--- src/rtl/dmem_arbiter.sv ---
// Single-port data memory arbiter: CPU MEM stage vs. one device requester, with
// anti-starvation for the device. Optional perf counters under DMEM_ARB_PERF_EN.
module dmem_arbiter #(
  parameter int ADDR_W     = 32,
  parameter int DATA_W     = 32,
  parameter int MEM_LAT    = 2,
  parameter int STARVE_MAX = 4
) (
  input  logic              clk,
  input  logic              rst_n,
  input  logic              cpu_req,
  input  logic              cpu_we,
  input  logic [ADDR_W-1:0] cpu_addr,
  input  logic [DATA_W-1:0] cpu_wdata,
  output logic [DATA_W-1:0] cpu_rdata,
  output logic              stall_mem,
  input  logic              dev_req,
  input  logic              dev_we,
  input  logic [ADDR_W-1:0] dev_addr,
  input  logic [DATA_W-1:0] dev_wdata,
  output logic              dev_gnt,
  output logic              dev_done,
  output logic [DATA_W-1:0] dev_rdata,
  output logic              mem_en,
  output logic              mem_we,
  output logic [ADDR_W-1:0] mem_addr,
  output logic [DATA_W-1:0] mem_wdata,
  input  logic [DATA_W-1:0] mem_rdata
`ifdef DMEM_ARB_PERF_EN
  ,
  output logic [31:0]       perf_stall_cycles,
  output logic [31:0]       perf_dev_grants
`endif
);

  localparam int LAT_W = (MEM_LAT < 2) ? 1 : $clog2(MEM_LAT + 1);
  localparam int STV_W = (STARVE_MAX < 2) ? 1 : $clog2(STARVE_MAX + 1);
  localparam logic [LAT_W-1:0] LAT_INIT = LAT_W'(MEM_LAT);
  localparam logic [STV_W-1:0] STV_LIM  = STV_W'(STARVE_MAX);

  typedef enum logic [1:0] {IDLE, BUSY_CPU, BUSY_DEV} state_e;

  state_e              state_q, state_d;
  logic [LAT_W-1:0]    lat_cnt_q, lat_cnt_d;
  logic [STV_W-1:0]    starve_cnt_q, starve_cnt_d;
  logic [DATA_W-1:0]   cpu_rdata_q, cpu_rdata_d;
  logic [DATA_W-1:0]   dev_rdata_q, dev_rdata_d;

  logic completing, cpu_complete, dev_complete, grant_cpu, grant_dev;

  // Grants are gated by rst_n so every output reads 0 while reset is held.
  assign completing   = (state_q != IDLE) && (lat_cnt_q == LAT_W'(1));
  assign cpu_complete = (state_q == BUSY_CPU) && completing;
  assign dev_complete = (state_q == BUSY_DEV) && completing;
  assign grant_cpu    = rst_n && (state_q == IDLE) && cpu_req &&
                        !(dev_req && (starve_cnt_q == STV_LIM));
  assign grant_dev    = rst_n && (state_q == IDLE) && dev_req && !grant_cpu;

  always_ff @(posedge clk or negedge rst_n) begin
    if (!rst_n) begin
      state_q      <= IDLE;
      lat_cnt_q    <= '0;
      starve_cnt_q <= '0;
      cpu_rdata_q  <= '0;
      dev_rdata_q  <= '0;
    end else begin
      state_q      <= state_d;
      lat_cnt_q    <= lat_cnt_d;
      starve_cnt_q <= starve_cnt_d;
      cpu_rdata_q  <= cpu_rdata_d;
      dev_rdata_q  <= dev_rdata_d;
    end
  end

  always_comb begin
    state_d      = state_q;
    lat_cnt_d    = lat_cnt_q;
    starve_cnt_d = starve_cnt_q;
    cpu_rdata_d  = cpu_rdata_q;
    dev_rdata_d  = dev_rdata_q;
    case (state_q)
      IDLE: begin
        if (grant_cpu) begin
          state_d   = BUSY_CPU;
          lat_cnt_d = LAT_INIT;
          if (dev_req && (starve_cnt_q != STV_LIM))
            starve_cnt_d = starve_cnt_q + STV_W'(1);
        end else if (grant_dev) begin
          state_d      = BUSY_DEV;
          lat_cnt_d    = LAT_INIT;
          starve_cnt_d = '0;
        end else if (!dev_req) begin
          starve_cnt_d = '0;
        end
      end
      BUSY_CPU, BUSY_DEV: begin
        lat_cnt_d = lat_cnt_q - LAT_W'(1);
        if (completing) begin
          state_d = IDLE;
          if (state_q == BUSY_CPU) cpu_rdata_d = mem_rdata;
          else                     dev_rdata_d = mem_rdata;
        end
      end
      default: state_d = IDLE;
    endcase
  end

  // The completion cycle bypasses memory data straight to the CPU.
  always_comb begin
    mem_en    = grant_cpu | grant_dev;
    mem_we    = 1'b0;
    mem_addr  = '0;
    mem_wdata = '0;
    if (grant_cpu) begin
      mem_we    = cpu_we;
      mem_addr  = cpu_addr;
      mem_wdata = cpu_wdata;
    end else if (grant_dev) begin
      mem_we    = dev_we;
      mem_addr  = dev_addr;
      mem_wdata = dev_wdata;
    end
    dev_gnt   = grant_dev;
    dev_done  = dev_complete;
    dev_rdata = dev_rdata_q;
    cpu_rdata = cpu_complete ? mem_rdata : cpu_rdata_q;
    stall_mem = rst_n && cpu_req && !cpu_complete;
  end

`ifdef DMEM_ARB_PERF_EN
  logic [31:0] perf_stall_q, perf_stall_d, perf_gnt_q, perf_gnt_d;

  always_ff @(posedge clk or negedge rst_n) begin
    if (!rst_n) begin
      perf_stall_q <= '0;
      perf_gnt_q   <= '0;
    end else begin
      perf_stall_q <= perf_stall_d;
      perf_gnt_q   <= perf_gnt_d;
    end
  end

  always_comb begin
    perf_stall_d = perf_stall_q;
    perf_gnt_d   = perf_gnt_q;
    if (stall_mem && (perf_stall_q != 32'hFFFF_FFFF)) perf_stall_d = perf_stall_q + 32'd1;
    if (dev_gnt && (perf_gnt_q != 32'hFFFF_FFFF))     perf_gnt_d   = perf_gnt_q + 32'd1;
  end

  assign perf_stall_cycles = perf_stall_q;
  assign perf_dev_grants   = perf_gnt_q;
`endif

endmodule

--- config.mk ---
export PLATFORM = sky130hd
export DESIGN_NAME = dmem_arbiter
export DESIGN_NICKNAME = d
export VERILOG_FILES = /design/src/rtl/dmem_arbiter.sv
export SDC_FILE = /design/constraint.sdc
export NUM_CORES = 1
export LEC_CHECK = 0
export CAP_MARGIN = 5
export CORE_AREA = 2 2 116 118
export DETAILED_ROUTE_END_ITERATION = 16
export DIE_AREA = 0 0 118 120
export GPL_ROUTABILITY_DRIVEN = 0
export PLACE_DENSITY = 0.74
export SETUP_SLACK_MARGIN = 0.05
export SLEW_MARGIN = 5
export SYNTH_ARGS = -nofsm -noshare
export SYNTH_HDL_FRONTEND = slang
export SYNTH_SLANG_ARGS = --single-unit
export TNS_END_PERCENT = 10
--- constraint.sdc ---
create_clock -name clk -period 4 [get_ports clk]
set_clock_uncertainty 0.05 [all_clocks]
set_input_delay 0.8 -clock clk [delete_from_list [all_inputs] [get_ports clk]]
set_output_delay 0.8 -clock clk [all_outputs]
set_load 0.05 [all_outputs]
* Yosys cells after proc, flatten, opt, wreduce, memory -nomap -nowiden *
Index checks and enable logic that the tools add are counted.

cells by class
  add/sub/neg operators = 2
  multiply operators = 0
  div/mod/pow operators = 0
  magnitude comparators = 0
  equality and inequality tests = 9
  shifts and indexed selects = 0
  multiplexer cells = 17
  bitwise gates (word level) = 2
  reduce and logical (&&, ||, !) cells = 24

operator list
  kind                                                 count
  2-to-1 mux 32 bit                                    5
  logical AND 1 bit                                    12
  2-to-1 mux 3 bit                                     4
  AND reduction 3 bit                                  3
  2-to-1 mux 2 bit                                     4
  case mux 2 bit (2 select lines)                      2
  != test 3 bit, second input constant                 2
  equality test 2 x 1 -> 1 bit, second input constant  2
  AND reduction 2 bit                                  2
  nonzero test 2 bit                                   2
  adder 3 x 1 -> 3 bit, second input constant          1
  equality test 3 bit, second input constant           1
  logical NOT 1 bit                                    3
  != test 3 x 1 -> 1 bit, second input constant        1
  equality test 2 bit, second input constant           1
  logical NOT 2 bit                                    1
  2-to-1 mux 1 bit                                     2
  != test 2 x 1 -> 1 bit, second input constant        1
  != test 2 bit, second input constant                 1
  OR reduction 2 bit                                   1
  subtractor 2 x 1 -> 2 bit, second input constant     1
  NOT 1 bit                                            1
  bitwise OR 1 bit                                     1

word-level totals
  bits in registers = 71
  latch bits = 0
  bits in writable memories = 0
  ROM bits = 0
  bits of input ports = 166
  output and inout port bits = 133
  logic and storage cells = 59
  memories kept = 0

* Logic depth before layout (Yosys ltp) *
  depth after elaboration = 9
  depth in mapped cells = 7
  gate-level depth less buffers = 6

* Least setup slack after synthesis *
OpenSTA, ideal clock, no wires.

  kind = input -> output
  start point = input port rst_n
  end point = output port mem_wdata[23]
  arrival time = 1917 ps
  data required time = 3150 ps
  slack = 1233 ps
  stages = 4
  path buffers = 1
  cells stage by stage = nand3_1 a21oi_1 buf_2 a22o_1

on the way
  longest elaborated chain between the ends = 7
  elaborated cells on any way between the ends = 8
  classes of those cells = 2 x mux; 6 x reduce/logical

ends and longest elaborated chain
  element                          line    text
  from (decl)                      10      input logic rst_n,
  logical AND 1 bit *              55, 57
  logical AND 1 bit (2 in series)  55      assign grant_cpu = rst_n && (state_q == IDLE) && cpu_req &&
  logical NOT 1 bit                57      assign grant_dev = rst_n && (state_q == IDLE) && dev_req && !grant_cpu;
  logical AND 1 bit *              57
  via dev_gnt                      21      output logic dev_gnt,
  2-to-1 mux 32 bit *              118     end else if (grant_dev) begin
  2-to-1 mux 32 bit *              114     if (grant_cpu) begin
  to (decl)                        27      output logic [DATA_W-1:0] mem_wdata,

Mark *: on every way through the listed nets, which the timed path passes. The rest lies on a longest branch.

* Final worst setup path *
  start point = input port dev_req
  end point = output port mem_addr[1]

on the way
  longest elaborated chain between the ends = 7
  elaborated cells on any way between the ends = 8
  classes of those cells = 2 x mux; 6 x reduce/logical

ends and longest elaborated chain
  element              line  text
  from (decl)          17    input logic dev_req,
  logical AND 1 bit    56    !(dev_req && (starve_cnt_q == STV_LIM));
  logical NOT 1 bit    56
  logical AND 1 bit    55
  logical NOT 1 bit    57
  logical AND 1 bit    57
  2-to-1 mux 32 bit    118
  2-to-1 mux 32 bit *  114
  to (decl)            26    output logic [ADDR_W-1:0] mem_addr,

Every way passes the cells marked *; elsewhere a longest branch is shown, timed or not.

==> flow_summary_export.csv <==
group,metric,value,unit
logic_synthesis,yosysTopAreaCellShare,45.2,%
logic_synthesis,synth_flop_cell,"dfrtp_1",
global_route,grt_pass1_vias,4087,
worst_setup_path,cp-start-kind,"input port",
power,ir_worst_vdd,0.473,mV
clocking,ctsResizeCount,0,
clocking,cts_setup_buffers,0,
routing,routedWlPerCell,25.8,um
floorplanning,num_rows,42,
power,design_power_total,5.47,mW
routing,antenna_left,0,
logic_synthesis,yosys_warnings,0,
logic_synthesis,syn_area,3940,um2
run,maxCapViolations,0,
logic_synthesis,synthTopCellsByArea,"dfrtp_1 45%, mux2_2 25%, a22o_1 15%",
logic_synthesis,synth.most_common_cell,"mux2_2",
worst_setup_path,r2r_cells,5,
sta,period_share,87.8,%
sta,finalMaxSlewViolations,0,
place,io_buffers,298,
worst_setup_path,r2r_slack,1520,ps
finish,final_layout_size_suffix_gt1_share,37.6,%
sta,hold_ws,452,ps
power,powerDensity,689,nW/um2
clocking,clock_path_buffers,2,
clocking,clk_pin_slew,50,ps
logic_synthesis,netlist_top_cells_count,"87 x mux2_2, 71 x dfrtp_1, 69 x a22o_1",
logic_synthesis,synth_top_area_cell,"dfrtp_1",
sta,max-slew-margin-rel,36.3,%
global_route,grtUsageTotal,27.6,%
clocking,cts_tree,"done",
logic_synthesis,synth_edf_count,0,
sta,grt_setup_unrepaired,"no",
global_route,grt_use_met1,34.8,%
clocking,cts_sinks,71,
sta,fmax,285,MHz
finish,multi_input_area,2000,um2
global_route,grt_first_pass_wirelength,28300,um
floorplanning,die-height,120,um
logic_synthesis,synth_cells,299,
min_path,worstHoldPathType,"reg2reg",
power,leakage,3.39,nW
logic_synthesis,synthDistinctLibCells,27,
routing,drtIter0Drc,281,
finish,register_area,1780,um2
routing,vias,3972,
outcome,run_status,"finished clean",
place,dp_hpwl,16000,um
sta,hold_viol,0,
routing,drtPass1Iterations,5,
logic_synthesis,avgSynthCellArea,13.2,um2
finish,nFillCells,1033,
place,place_inst,756,
finish,syn_to_final_growth,102,%
worst_setup_path,worst_ep_arrival_time,2660,ps
sta,setup_viol_count_final,0,
finish,finalInstanceArea,7950,um2
global_route,use_met2,44.9,%
global_route,grt_busiest_layer,"met2",
finish,fin_nets,763,
sta,tightest_slew,956,ps
global_route,grt_antenna_before_repair,2,
logic_synthesis,ys_ff_latch,71,
sta,min_period,3510,ps
logic_synthesis,yosysSeqAreaShare,45.2,%
clocking,clk_latency,320,ps
global_route,use_met3,9.84,%
worst_setup_path,worstPathRequired,3150,ps
finish,final_cells,773,
logic_synthesis,synthArstFlopShare,100,%
worst_setup_path,crit_type,"in2out",
sta,timing.setup.tns,0,ps
logic_synthesis,synth_nets,471,
floorplanning,design.die.area,14200,um2
routing,routed_via_density,5.14,
clocking,ctsHoldBuffers,0,
clocking,htreeDepth,3,
place,post_dp_cell_area,7660,um2
worst_setup_path,crit_fanout,28,
routing,drc_errors,0,
floorplanning,io_pins,299,
floorplanning,die_w,118,um
global_route,grt_max_degree,73,
worst_setup_path,setup.worst_path.end_class,"output port",
floorplanning,core-area,13000,um2
routing,wirelength,19900,um
min_path,whs_path_depth,1,
floorplanning,initial_core_util,30.3,%
global_route,gr-total-overflow,0,
clocking,cts_made_buffers,9,
clocking,cts_root_buf,"clkbuf_16",
sequential cells by signal, summed over array words and instances, names as in the netlist:
register,count
cpu_rdata_q,32
dev_rdata,32
lat_cnt_q,2
starve_cnt_q,3
state_q,2
metal layers:
| layer | wire [um] | share of wire [%] |
|---|---|---|
| met1 | 7760 | 39 |
| met2 | 9560 | 48 |
| met3 | 2200 | 11 |
| met4 | 408 | 2.0 |
| met5 | 13 | 0.065 |
worst paths after layout:
kind / start / to
hold reg to reg: cpu_rdata_q[2] / cpu_rdata_q[2]
hold / removal: cpu_rdata_q[2] / cpu_rdata_q[2]
setup / recovery: dev_req / mem_addr[1]
max in group asynchronous: rst_n / dev_rdata[28]
setup reg to reg: state_q[0] / dev_rdata[4]
min in group asynchronous: rst_n / cpu_rdata_q[31]
critical path: stages:
cell             delay, ps
clkdlybuf4s50_1        610
nand3_1                170
a21oi_4                180
buf_4                  350
a22o_1                 360
buf_12                 180
kinds of logic after synthesis:
group | after synthesis | synth area share (%)
simple gates | 18 | 2.58
mux | 98 | 29.0
compound gates | 76 | 16.8
buf+inv | 30 | 4.61
flops | 71 | 45.2
fa+ha+maj | 6 | 1.91
final cells by class:
class,count,share of cell area [%]
timing repair buffer,305,45.8
sequential,71,22.4
tap,176,2.77
antenna,1,0.0315
clock inverter,5,0.520
multi-input combinational,198,25.2
clock buffer,11,3.06
inverter,6,0.283
stage by stage:
| stage | setup slack (ps) | util (%) |
|---|---|---|
| after floorplan | 1230 | - |
| after global placement | 564 | 59.0 |
| after detailed placement | 525 | 59.0 |
| after CTS | 523 | 61.2 |
| after global routing | 434 | 61.2 |
| final | 489 | 61.2 |
cells in the final DEF (no fill, tap or decap), drive strengths merged:
master	instances
a21o	1
a21oi	1
a22o	69
a31oi	1
and2	1
and3	1
and3b	1
and4	1
buf	107
clkbuf	11
clkdlybuf4s50	198
clkinv	2
clkinvlp	2
dfrtp	71
diode	1
ha	6
inv	7
mux2	97
mux2i	1
nand2	5
nand2b	2
nand3	4
nand3b	1
nor2	1
nor2b	1
o211a	1
o21a	1
o21ai	1
o22a	1
where the power goes:
| group | internal [mW] | switching (mW) |
|---|---|---|
| Combinational | 1.44 | 2.10 |
| Clock | 0.441 | 0.315 |
| Sequential | 1.02 | 0.156 |
Note: power is estimated with default switching activity, not from simulation.
==> variant 1, RTL diff (same settings) <==
Take the reset off `cpu_rdata_q` and load it in a clocked block of its own.
--- a/src/rtl/dmem_arbiter.sv
+++ b/src/rtl/dmem_arbiter.sv
@@ -63,3 +63,2 @@
       starve_cnt_q <= '0;
-      cpu_rdata_q  <= '0;
       dev_rdata_q  <= '0;
@@ -69,5 +68,8 @@
       starve_cnt_q <= starve_cnt_d;
-      cpu_rdata_q  <= cpu_rdata_d;
       dev_rdata_q  <= dev_rdata_d;
     end
+  end
+
+  always_ff @(posedge clk) begin
+    cpu_rdata_q <= cpu_rdata_d;
   end
Behaviour: differs if rst_n is asserted again (counterexample within 4 cycles, from zero or initial values and one cycle with rst_n low); with rst_n held inactive, the same outputs for 4 cycles.
==> variant 1 against the original RTL <==
- sequential cell count unchanged
- sequential share of layout area grew 2.5 points
- cell count decreased by 3.9%
- power decreased by 16%
- synthesized area down 7.0%
- design area shrank 2.0%
- first-iteration DRC count decreased by 40%
- setup slack improved by 19 ps
- critical path depth did not move
- utilization is 1.2 points lower
- die area unchanged
- wire length down 26%
==> variant 1: results (changes against the original RTL) <==
* Via count at 3502 (-12%)
* Maximum vdd drop at 0.000370 V (-22%)
* TNS Setup at 0 ps (unchanged)
* Detailed Place HPWL at 11900 um (-26%)
* Seq/Total Area, Yosys at 52.9% (+7.8 points)
* Length of the first detailed-routing pass in iterations at 5 (unchanged)
* Count leader, synth: a22o_1
* CTS max path bufs at 2 (unchanged)
* Remaining global-route overflow at 0 (unchanged)
* Post-CTS sizing at 0 (unchanged)
* Max Fanout on Critical Path at 39 (+39%)
* Fillers at 1044 (+1.1%)
* Count of cell types in the netlist at 26 (-3.7%)
* Clock slew at reported path FFs at 50 ps (about the same)
* CP max stage cell: clkdlybuf4s50_1
* Worst-Skew Late Latency at 320 ps (about the same)
* Cells after Synth at 264 (-12%)
* Root buf cell: clkbuf_16
* Final #Nets at 734 (-3.8%)
* Layout cells sized above 1 at 33.9% (-3.7 points)
* Drt initial violations at 168 (-40%)
* CTS buffer count at 9 (unchanged)
* CP top delay family: buffers and inverters
* Main synth FF type: dfrtp_1
* Most frequent cells after synthesis: a22o_1 (69), mux2_2 (65), dfrtp_1 (39)
* Global-route wire length before repair at 22300 um (-21%)
* Initial antenna violation count at 0 (-2)
* Largest net degree at the start of global routing at 68 (-6.8%)
* Port bufs at 298 (unchanged)
* Post-synth EDFFs at 32 (+32)
* Placed Area at 7450 um^2 (-2.8%)
* Fin cells at 743 (-3.9%)
* Tot GR Track Use at 20.6% (-7.0 points)
* Lkg Pwr at 3.18 nW (-6.3%)
* Vias in the first global route at 3812 (-6.7%)
* Hold WC Path Type: reg2reg
* Drt wl/cell at 19.9 um (-23%)
* Yosys warns at 0 (unchanged)
* Post-synthesis net count at 436 (-7.4%)
* H-tree depth at 3 (unchanged)
* FFs w/ async S/R, synth at 54.9% (-45 points)
* N_diodes at 0 (-1)
* Outcome: finished clean
* Setup Buffers After CTS at 0 (unchanged)
* Top cells by area, synth: dfrtp_1 (27%), edfxtp_1 (26%), mux2_2 (20%)
* Max-slew violation count at 0 (unchanged)
* Worst slew margin at 36.1% (-0.20 points)
* Critical Path Max Stage Delay at 630 ps (+20 ps)
-- variant 1: cell types whose count changed after synthesis, sizes merged, moves of 2 or more --
cell	delta
dfrtp	-32
buf	-9
edfxtp	+32
nand3	-2
clkbuf	+5
mux2	-32
-- variant 1: power breakdown --
part           leakage (nW)  internal (mW)  total (mW)  switching [mW]
sequential            0.810          0.956        1.06           0.101
clock                 0.164          0.604       0.893           0.289
combinational          2.20           1.13        2.67            1.54
-- variant 1: routing by layer --
layer | track usage, % | part of all wire [%] | wire length, um | vias to the layer above
met3 | 7.94 | 8.3 | 1230 | 24
met5 | 0 | 0 | 0 | -
met1 | 25.0 | 40 | 5920 | 1669
met2 | 34.2 | 50 | 7360 | 166
met4 | 5.65 | 2.1 | 314 | 0
li1 | - | - | - | 1643
-- variant 1: path summary, 6_finish.rpt --
check,slack [ps],from,to,cells after the start
worst max-delay path,510,dev_req,mem_wdata[22],6
worst min-delay path,430,lat_cnt_q[0]$_DFFE_PN0P_,lat_cnt_q[0]$_DFFE_PN0P_,1
worst max register to register,1460,state_q[0]$_DFFE_PN0P_,cpu_rdata_q[28]$_DFFE_PP_,6
worst min register to register,430,lat_cnt_q[0]$_DFFE_PN0P_,lat_cnt_q[0]$_DFFE_PN0P_,1
max in group asynchronous,2950,rst_n,dev_rdata[9]$_DFFE_PN0P_,2
min in group asynchronous,580,rst_n,dev_rdata[28]$_DFFE_PN0P_,2
-- variant 1: cell families after synthesis --
family / synth area share [%]
adder cells (fa/ha/maj): 2.05
AND/OR/NAND/NOR: 2.36
buffers and inverters: 3.76
AO/OA/AOI/OAI: 18.6
multiplexers: 20.3
flip-flops: 52.9
-- variant 1: final cells by class --
cell class | instances | area share, %
clock buffer | 9 | 2.89
clock inverter | 7 | 1.43
inverter | 7 | 0.338
multi-input combinational | 166 | 20.7
sequential | 71 | 24.9
tap | 176 | 2.83
timing repair buffer | 307 | 46.9
-- variant 1: metrics by stage --
step | setup WS [ps] | util [%] | hold slack [ps] | power (mW)
2_1_floorplan | 885 | - | 407 | 2.56
3_3_place_gp | 508 | 57.4 | 416 | 3.70
3_5_place_dp | 519 | 57.4 | 430 | 3.74
4_1_cts | 509 | 60.0 | 441 | 4.66
5_1_grt | 388 | 60.0 | 464 | 4.81
6_report | 508 | 60.0 | 435 | 4.62
==> variant 2, RTL diff (config.mk and constraints unchanged) <==
Made on the original files. The parameter `STARVE_MAX` goes from 4 to 2.
--- a/src/rtl/dmem_arbiter.sv
+++ b/src/rtl/dmem_arbiter.sv
@@ -6,3 +6,3 @@
   parameter int MEM_LAT    = 2,
-  parameter int STARVE_MAX = 4
+  parameter int STARVE_MAX = 2
 ) (
Behaviour: not the same (a bounded check fails within 10 cycles, from zero or initial values and one cycle with rst_n low).
==> variant 2 against the original RTL <==
- design area grew 0.52%
- synthesized area shrank 1.5%
- power shrank 2.3%
- synthesized cell count increased by 0.67%
- clock power increased by 15%
- non-clock buffer count stayed put
- setup slack got worse by 170 ps
- hold slack lost 210 ps
- utilization is 0.32 points higher
- die area stayed put
- combinational power fell by 5%
- wire length shrank 17%
- sequential share of layout area shrank 0.43 points
- sequential cell count is 1 lower
==> variant 2: results (changes against the original RTL) <==
* Global-route wire length before repair at 24700 um (-13%)
* Outcome: finished clean
* Cells after Synth at 301 (+0.67%)
* Fillers at 1067 (+3.3%)
* Most frequent cells after synthesis: mux2_2 (80), dfrtp_1 (70), a22o_1 (66)
* N_diodes at 0 (-1)
* Lkg Pwr at 3.34 nW (-1.5%)
* Placed Area at 7650 um^2 (about the same)
* Maximum vdd drop at 0.000462 V (-2.4%)
* Count of cell types in the netlist at 31 (+15%)
* Crit path DAT at 2830 ps (+170 ps)
* Compound-Gate Fraction of Synth Area at 16.9% (+0.093 points)
* Critical Path Max Stage Delay at 700 ps (+90 ps)
* Multi-input gate area at 1950 um^2 (-2.8%)
* R2R setup slack at 1400 ps (-120 ps)
* Layout cells sized above 1 at 29.6% (-7.9 points)
* Initial antenna violation count at 0 (-2)
* Detailed Place HPWL at 13400 um (-16%)
* Tot GR Track Use at 23.1% (-4.5 points)
* Multiplexer area fraction after synthesis at 27.9% (-1.1 points)
* Pre-CTS setup slack at 538 ps (+12.8 ps)
* Placed cell count at 757 (+0.13%)
* Max Fanout on Critical Path at 33 (+18%)
* Vias in the first global route at 4008 (-1.9%)
* Via count at 3819 (-3.9%)
* Drt initial violations at 184 (-35%)
* Seq/Total Area, Yosys at 45.2% (about the same)
* Sw Pwr at 2.39 mW (-7.0%)
* Hold slack at 240 ps (-212 ps)
* Worst r2r dst: dev_rdata[21]$_DFFE_PN0P_
* Post-synthesis net count at 472 (+0.21%)
* Largest net degree at the start of global routing at 66 (-9.6%)
* Worst r2r path cells at 6 (+1)
* Length of the first detailed-routing pass in iterations at 4 (-1)
* Top cells by area, synth: dfrtp_1 (45%), mux2_2 (23%), a22o_1 (15%)
* Worst-margin pin slew at 883 ps (-72.6 ps)
* Post-synthesis adder-cell area fraction at 1.61% (-0.29 points)
* CTS buffer count at 9 (unchanged)
## variant 2: cell types whose count changed after synthesis, moves of 3 or more
cell,unedited run,this run
mux2_1,0,16
mux2_4,10,0
mux2_2,87,80
buf_4,8,3
nand3_1,4,0
a22o_1,69,66
clkbuf_1,0,3
## variant 2: worst max-delay path, delay by kind of cell, from the launching register on
family | cells | cell delay [ps]
simple gates | 2 | 210
fa+ha+maj | 1 | 370
flops | 1 | 380
buf+inv | 3 | 1110
mux | 1 | 390
## variant 2: worst max-delay path by stage
stage | slack (ps) | to | from
finish | 320 | cpu_rdata[0] | state_q[0]$_DFFE_PN0P_
global route | 150 | cpu_rdata[8] | state_q[0]$_DFFE_PN0P_
CTS | 170 | cpu_rdata[10] | state_q[0]$_DFFE_PN0P_
detailed placement | 540 | cpu_rdata[21] | state_q[0]$_DFFE_PN0P_
global placement | 610 | cpu_rdata[0] | state_q[0]$_DFFE_PN0P_
floorplan | 1110 | mem_wdata[23] | cpu_req
## variant 2: power groups by stage
stage	combinational, mW	sequential (mW)	clock [mW]
4_1_cts	3.41	1.09	0.894
5_1_grt	3.51	1.12	0.925
2_1_floorplan	1.71	1.39	0
6_report	3.38	1.09	0.870
3_3_place_gp	3.36	1.08	0
3_5_place_dp	3.39	1.10	0
## variant 2: timing repair
action                                 CTS  global route
endpoints found under the hold margin    0             0
setup endpoints to repair                0            14
resized for setup                        0             1
## variant 2: area by class of cell
class	instances	area share, %
inverter	7	0.329
sequential	70	21.9
timing repair buffer	305	46.5
tap	176	2.76
clock inverter	6	1.16
clock buffer	10	2.99
multi-input combinational	199	24.4
## variant 2: per-layer routing
layer,track usage (%),share of wire (%)
met5,0,0
met4,5.42,2.0
met1,25.9,37
met2,40.6,52
met3,9.79,9.4
